<file path="src/rtl/wm_pkg.sv">
// Shared types and constants for the washing_machine support blocks.
//   phase_e     : phase index, also the bit position of each phase enable/done
//   state_e     : wash_phase_timer FSM states
//   CLOTH_*     : cloth_type codes
//   TEMP_*      : temp_select codes
//   *_LEN/_UNIT : base phase lengths in timer ticks
//   clamp_len   : limits a raw length to the 2..32 tick range
package wm_pkg;

    typedef enum logic [2:0] {
        FILL  = 3'd0,
        WASH  = 3'd1,
        RINSE = 3'd2,
        SPIN  = 3'd3,
        DRAIN = 3'd4,
        DRY   = 3'd5
    } phase_e;

    typedef enum logic [1:0] {
        IDLE,
        RUN,
        HOLD,
        DONE
    } state_e;

    localparam logic [1:0] CLOTH_COTTON    = 2'b00;
    localparam logic [1:0] CLOTH_SYNTHETIC = 2'b01;
    localparam logic [1:0] CLOTH_DELICATE  = 2'b10;
    localparam logic [1:0] CLOTH_WOOL      = 2'b11;

    localparam logic [1:0] TEMP_COLD = 2'b00;
    localparam logic [1:0] TEMP_HOT  = 2'b11;

    localparam logic [6:0] FILL_LEN       = 7'd4;
    localparam logic [6:0] FILL_HOT_LEN   = 7'd6;
    localparam logic [6:0] RINSE_LEN      = 7'd6;
    localparam logic [6:0] DRAIN_LEN      = 7'd4;
    localparam logic [6:0] WASH_UNIT      = 7'd8;
    localparam logic [6:0] DRY_UNIT       = 7'd4;
    localparam logic [6:0] SPIN_COTTON    = 7'd8;
    localparam logic [6:0] SPIN_SYNTHETIC = 7'd6;
    localparam logic [6:0] SPIN_GENTLE    = 7'd2;

    localparam logic [6:0] MIN_LEN = 7'd2;
    localparam logic [6:0] MAX_LEN = 7'd32;

    function automatic logic [5:0] clamp_len(input logic [6:0] raw);
        if (raw < MIN_LEN)
            return MIN_LEN[5:0];
        else if (raw > MAX_LEN)
            return MAX_LEN[5:0];
        else
            return raw[5:0];
    endfunction

endpackage

</file>
<file path="src/rtl/phase_len_lut.sv">
// Programme table: phase length in ticks for a given phase and programme.
//   phase          : phase being loaded
//   cloth_type     : 00 cotton, 01 synthetic, 10 delicate, 11 wool
//   cycle_duration : wash-length code
//   temp_select    : 00 cold .. 11 hot
//   len            : phase length in ticks, 2..32
module phase_len_lut
    import wm_pkg::*;
(
    input  phase_e     phase,
    input  logic [1:0] cloth_type,
    input  logic [1:0] cycle_duration,
    input  logic [1:0] temp_select,
    output logic [5:0] len
);

    logic [6:0] raw;
    logic       gentle;

    assign gentle = (cloth_type == CLOTH_DELICATE) || (cloth_type == CLOTH_WOOL);

    always_comb begin
        raw = '0;
        case (phase)
            FILL:  raw = (temp_select == TEMP_HOT) ? FILL_HOT_LEN : FILL_LEN;
            WASH: begin
                raw = WASH_UNIT * (7'(cycle_duration) + 7'd1);
                if (gentle)
                    raw = raw >> 1;
            end
            RINSE: raw = RINSE_LEN;
            SPIN: begin
                case (cloth_type)
                    CLOTH_COTTON:    raw = SPIN_COTTON;
                    CLOTH_SYNTHETIC: raw = SPIN_SYNTHETIC;
                    default:         raw = SPIN_GENTLE;
                endcase
            end
            DRAIN: raw = DRAIN_LEN;
            DRY:   raw = DRY_UNIT * (7'(temp_select) + 7'd1);
            default: raw = '0;
        endcase
        len = clamp_len(raw);
    end

endmodule

</file>
<file path="src/rtl/wash_phase_timer.sv">
// Phase timer for washing_machine: times each enabled phase from the
// programme table and answers with a one-cycle done pulse.
//   clk, reset_n                  : clock, async active-low reset
//   lock_door                     : door lock request
//   fill_water..dry               : phase enables from the controller
//   pause, resume                 : hold / continue the running phase
//   temp_select, cloth_type,
//   cycle_duration                : programme, latched when a phase loads
//   door_locked                   : lock sensor emulation
//   fill_done..dry_done           : one-cycle done pulses
//   busy, paused                  : RUN or HOLD / HOLD
//   remaining                     : ticks left in the current phase
//   err                           : sticky, more than one enable seen high
module wash_phase_timer
    import wm_pkg::*;
#(
    parameter int unsigned TICK_DIV   = 4,
    parameter int unsigned LOCK_TICKS = 2
) (
    input  logic       clk,
    input  logic       reset_n,
    input  logic       lock_door,
    input  logic       fill_water,
    input  logic       wash,
    input  logic       rinse,
    input  logic       spin,
    input  logic       drain,
    input  logic       dry,
    input  logic       pause,
    input  logic       resume,
    input  logic [1:0] temp_select,
    input  logic [1:0] cloth_type,
    input  logic [1:0] cycle_duration,
    output logic       door_locked,
    output logic       fill_done,
    output logic       wash_done,
    output logic       rinse_done,
    output logic       spin_done,
    output logic       drain_done,
    output logic       dry_done,
    output logic       busy,
    output logic       paused,
    output logic [5:0] remaining,
    output logic       err
);

    localparam int PW = $clog2(TICK_DIV);
    localparam int LW = $clog2(LOCK_TICKS + 2);

    state_e        state;
    phase_e        cur_phase;
    phase_e        load_idx;
    logic [5:0]    phase_en;
    logic [5:0]    done_vec;
    logic [5:0]    lut_len;
    logic [PW-1:0] presc;
    logic          tick;
    logic          any_en;
    logic          multi_en;
    logic [PW-1:0] lock_presc;
    logic [LW-1:0] lock_ticks;

    assign phase_en = {dry, drain, spin, rinse, wash, fill_water};
    assign any_en   = |phase_en;
    assign multi_en = |(phase_en & (phase_en - 6'd1));
    assign tick     = (presc == PW'(TICK_DIV - 1));

    always_comb begin
        load_idx = FILL;
        if      (phase_en[0]) load_idx = FILL;
        else if (phase_en[1]) load_idx = WASH;
        else if (phase_en[2]) load_idx = RINSE;
        else if (phase_en[3]) load_idx = SPIN;
        else if (phase_en[4]) load_idx = DRAIN;
        else if (phase_en[5]) load_idx = DRY;
    end

    phase_len_lut u_lut (
        .phase          (load_idx),
        .cloth_type     (cloth_type),
        .cycle_duration (cycle_duration),
        .temp_select    (temp_select),
        .len            (lut_len)
    );

    always_ff @(posedge clk or negedge reset_n) begin
        if (!reset_n) begin
            state     <= IDLE;
            cur_phase <= FILL;
            presc     <= '0;
            remaining <= '0;
            done_vec  <= '0;
            busy      <= 1'b0;
            paused    <= 1'b0;
            err       <= 1'b0;
        end else begin
            done_vec <= '0;
            if (multi_en) begin
                err       <= 1'b1;
                state     <= IDLE;
                busy      <= 1'b0;
                paused    <= 1'b0;
                presc     <= '0;
                remaining <= '0;
            end else begin
                case (state)
                    IDLE: begin
                        if (any_en) begin
                            state     <= RUN;
                            busy      <= 1'b1;
                            paused    <= 1'b0;
                            cur_phase <= load_idx;
                            remaining <= lut_len;
                            presc     <= '0;
                        end
                    end
                    RUN, HOLD: begin
                        if (!phase_en[cur_phase]) begin
                            state     <= IDLE;
                            busy      <= 1'b0;
                            paused    <= 1'b0;
                            presc     <= '0;
                            remaining <= '0;
                        end else if (state == RUN && pause) begin
                            state  <= HOLD;
                            paused <= 1'b1;
                        end else if (!pause && (state == RUN || resume)) begin
                            // The resume edge itself advances the prescaler, so
                            // a hold stretches the phase by its HOLD cycles only.
                            state  <= RUN;
                            paused <= 1'b0;
                            if (tick) begin
                                presc     <= '0;
                                remaining <= remaining - 6'd1;
                                if (remaining == 6'd1) begin
                                    done_vec[cur_phase] <= 1'b1;
                                    state               <= DONE;
                                    busy                <= 1'b0;
                                end
                            end else begin
                                presc <= presc + 1'b1;
                            end
                        end
                    end
                    DONE: begin
                        if (!phase_en[cur_phase])
                            state <= IDLE;
                    end
                    default: state <= IDLE;
                endcase
            end
        end
    end

    // Door lock: count ticks while requested; the extra cycle after the
    // last tick places the rising edge at LOCK_TICKS*TICK_DIV after sampling.
    always_ff @(posedge clk or negedge reset_n) begin
        if (!reset_n) begin
            lock_presc  <= '0;
            lock_ticks  <= '0;
            door_locked <= 1'b0;
        end else if (!lock_door) begin
            lock_presc  <= '0;
            lock_ticks  <= '0;
            door_locked <= 1'b0;
        end else if (lock_ticks == LW'(LOCK_TICKS)) begin
            door_locked <= 1'b1;
        end else if (lock_presc == PW'(TICK_DIV - 1)) begin
            lock_presc <= '0;
            lock_ticks <= lock_ticks + 1'b1;
        end else begin
            lock_presc <= lock_presc + 1'b1;
        end
    end

    assign fill_done  = done_vec[FILL];
    assign wash_done  = done_vec[WASH];
    assign rinse_done = done_vec[RINSE];
    assign spin_done  = done_vec[SPIN];
    assign drain_done = done_vec[DRAIN];
    assign dry_done   = done_vec[DRY];

endmodule

</file>
<file path="config.mk">
export PLATFORM = sky130hd
export DESIGN_NAME = wash_phase_timer
export DESIGN_NICKNAME = d
export VERILOG_FILES = /design/src/rtl/wm_pkg.sv /design/src/rtl/phase_len_lut.sv /design/src/rtl/wash_phase_timer.sv
export SDC_FILE = /design/constraint.sdc
export NUM_CORES = 1
export LEC_CHECK = 0
export CAP_MARGIN = 5
export CORE_UTILIZATION = 51
export DETAILED_ROUTE_END_ITERATION = 8
export GPL_TIMING_DRIVEN = 0
export PLACE_DENSITY = 0.77
export SLEW_MARGIN = 15
export SYNTH_ARGS = -nofsm -noshare
export SYNTH_HDL_FRONTEND = slang
export SYNTH_SLANG_ARGS = --single-unit
</file>
<file path="constraint.sdc">
create_clock -name clk -period 3.69 [get_ports clk]
set_input_delay 0.9225 -clock clk [delete_from_list [all_inputs] [get_ports clk]]
set_output_delay 0.9225 -clock clk [all_outputs]
set_load 0.01 [all_outputs]
</file>
==> results.yml <==
setup_path:
  reg2reg_to: "remaining[1]"
  crit_chain: "clkdlybuf4s50_1, nor2_1, a31oi_1, clkbuf_1, o211ai_1, a32o_1"
  endpoint: "remaining[5]"
  crit_start: "rinse"
  ff2ff_path_depth: 7
  endpoint_kind: "flip-flop"
  cp_slowest_cell: "clkdlybuf4s50_1"
  cp_slowest_stage_delay_ns: 0.67
  regToRegStartpoint: "state[0]"
  critPathRequiredTime_ns: 3.86
  path_class: "in2reg"
  crit_arrival_ns: 2.94
  reg2reg_slack_ns: 1.65
  worstSetupStartpointType: "input pin"
  cp_max_fo: 10
timing:
  setup_tns_ns: 0
  period_share_pct: 75.0
  holdWs_ns: 0.475
  clock_skew_ns: 0.00394
  fin_crit_ns: 2.77
  slew_headroom_pct: 59.8
  fmax_mhz: 361
  finalHoldViolations: 0
  slew_viol_final: 0
  rsz0062_at_grt: "no"
  worst_slew_pin_slew_ns: 0.604
  setup_viol: 0
drt:
  wire_per_inst_um: 14.5
  vias: 1712
  via_per_inst: 5.99
  drtIter0Drc: 105
  drt_pass1_iterations: 4
  drc_errors: 0
  wirelength_um: 4150
  antenna_left: 0
synth:
  synth_area_leaders: "dfrtp_1, ha_1, o211ai_1"
  ys_ff_latch: 27
  synth_edf_count: 0
  yosys-top-cells-count: "dfrtp_1, nand2_1, a21oi_1, ha_1"
  syn-num-nets: 230
  yosysTopAreaCellShare_pct: 34.5
  synth_top_area_cell: "dfrtp_1"
  ys_warn_count: 0
  synthArstFlopShare_pct: 100
  ys_types: 62
  synth-seq-area-share_pct: 34.5
  synth_most_common_cell: "dfrtp_1"
  synth_top_flop_cell: "dfrtp_1"
  syn_area_mm2: 0.00196
  synth.avg_cell_area_um2: 9.63
  syn_inst: 203
placement:
  hpwl_um: 3190
  dp_cells: 282
  gp_congestion: 0.878
  placed_area_mm2: 0.00232
  io_buffer_count: 31
clocking:
  clk-insertion-delay-late_ns: 0.27
  clk_pin_slew_ns: 0.10
  cts-root-buf: "clkbuf_8"
  ctsResizeCount: 0
  cts_num_sinks: 27
  cts_buffer_depth: 2
  numCtsBuffers: 3
  cts_setup_buffers: 0
  ctsHoldBuffers: 0
  cts_tree: "built"
  htree_num_levels: 1
flow_run:
  drv_cap: 0
finish:
  n_antenna_cell: 0
  final_area_mm2: 0.00237
  utilization_pct: 64.8
  drive_gt1_share_pct: 13.4
  fill_cells: 331
  nNetsFinal: 266
  syn_to_final_growth_pct: 21.2
  fin_cells: 286
floorplanning:
  die-area_mm2: 0.00409
  ios: 33
  die_w_um: 63.9
  dieHeight_um: 63.9
  start_util_pct: 53.4
  fp.coreArea_mm2: 0.00366
  std_cell_rows: 22
grt:
  grt_max_degree: 28
  grtUsageTotal_pct: 22.5
  grt_pass1_wl_um: 7140
  antenna_found_initial: 0
  grt_pass1_vias: 1594
  grt.overflow.total: 0
status:
  status: "completed"
power:
  leakage_nw: 0.949
  ir_drop_v: 0.000314
  power.density_mw_per_mm2: 300
min_path:
  hp-class: "reg2reg"
  whs_path_depth: 1
[layout make-up]
cell class              count  area [um^2]  share of cell area [%]
clock buffers               3         41.3                    1.74
plain buffers               9         58.8                    2.48
well taps                  48         60.1                    2.53
multi-input cells         159         1190                    50.2
repair buffers             31          305                    12.9
inverters                   8         30.0                    1.27
clock inverters             1         8.76                   0.369
flip-flops and latches     27          676                    28.5
[critical path: cells and delay by family]
kind / cells / cell delay, ns
AO/OA/AOI/OAI: 3 / 0.73
buffers and inverters: 2 / 1.06
AND/OR/NAND/NOR: 1 / 0.22
[layer usage]
layer	track usage (%)	part of all wire, %	vias to the layer above
met1	29.2	47	822
met4	9.09	0.96	0
met3	3.57	4.3	4
li1	-	-	836
met5	0	0	-
met2	37.1	48	50
[registers in the layout, summed over array words and instances (netlist names)]
register     count
lock_ticks       2
state            2
door_locked      1
lock_presc       2
busy             1
cur_phase        3
paused           1
err              1
remaining        6
presc            2
done_vec         6
[per-stage QoR]
step	setup slack [ns]	total power, mW
floorplan	1.37	0.478
global placement	0.679	0.539
detailed placement	0.661	0.541
CTS	0.964	0.719
global route	0.787	0.752
finish	0.924	0.712
[kinds of logic after synthesis]
logic type	share of synthesized area, %
buffers and inverters	4.54
AOI/OAI and AO/OA	21.9
DFF	34.5
muxes	3.07
xor gates and xnor gates	0.896
adders and majority gates	6.91
and+or+nand+nor	28.2
[worst min path at each step]
stage          startpoint        to
2_1_floorplan    presc[1]  presc[1]
3_3_place_gp          err       err
3_5_place_dp          err       err
4_1_cts               err       err
5_1_grt               err       err
6_report              err       err
[report_power, final]
group / leakage (nW) / internal (mW) / switching, mW / total [mW]
logic: 0.557 / 0.0966 / 0.126 / 0.222
clock network: 0.0261 / 0.0793 / 0.0964 / 0.176
registers: 0.366 / 0.307 / 0.00695 / 0.314
total: 0.949 / 0.483 / 0.229 / 0.712
[layout by cell type (no fill, tap or decap), types with 2 or more instances in the layout]
cell type and instances:
a31oi_1 5, and2_1 8, nor4bb_1 2, o211ai_1 8
nand2_1 11, nor3b_1 4, dfrtp_1 27, or2_1 2
ha_1 10, nor4b_1 2, nor2_1 9, xnor2_1 2
nand3_1 9, inv_1 7, nand2b_1 5, nor3_1 7
nor4_1 2, a32o_1 3, a21oi_1 10, buf_2 6
nand4_1 3, o21ai_0 6, or3_1 2, o21ai_1 4
nor2b_1 3, nor4_2 3, mux2i_2 2, clkbuf_8 3
buf_6 2, and3_1 2, o2bb2ai_1 2, nand3b_1 5
clkdlybuf4s50_1 30
(Power assumes the default switching activity.)
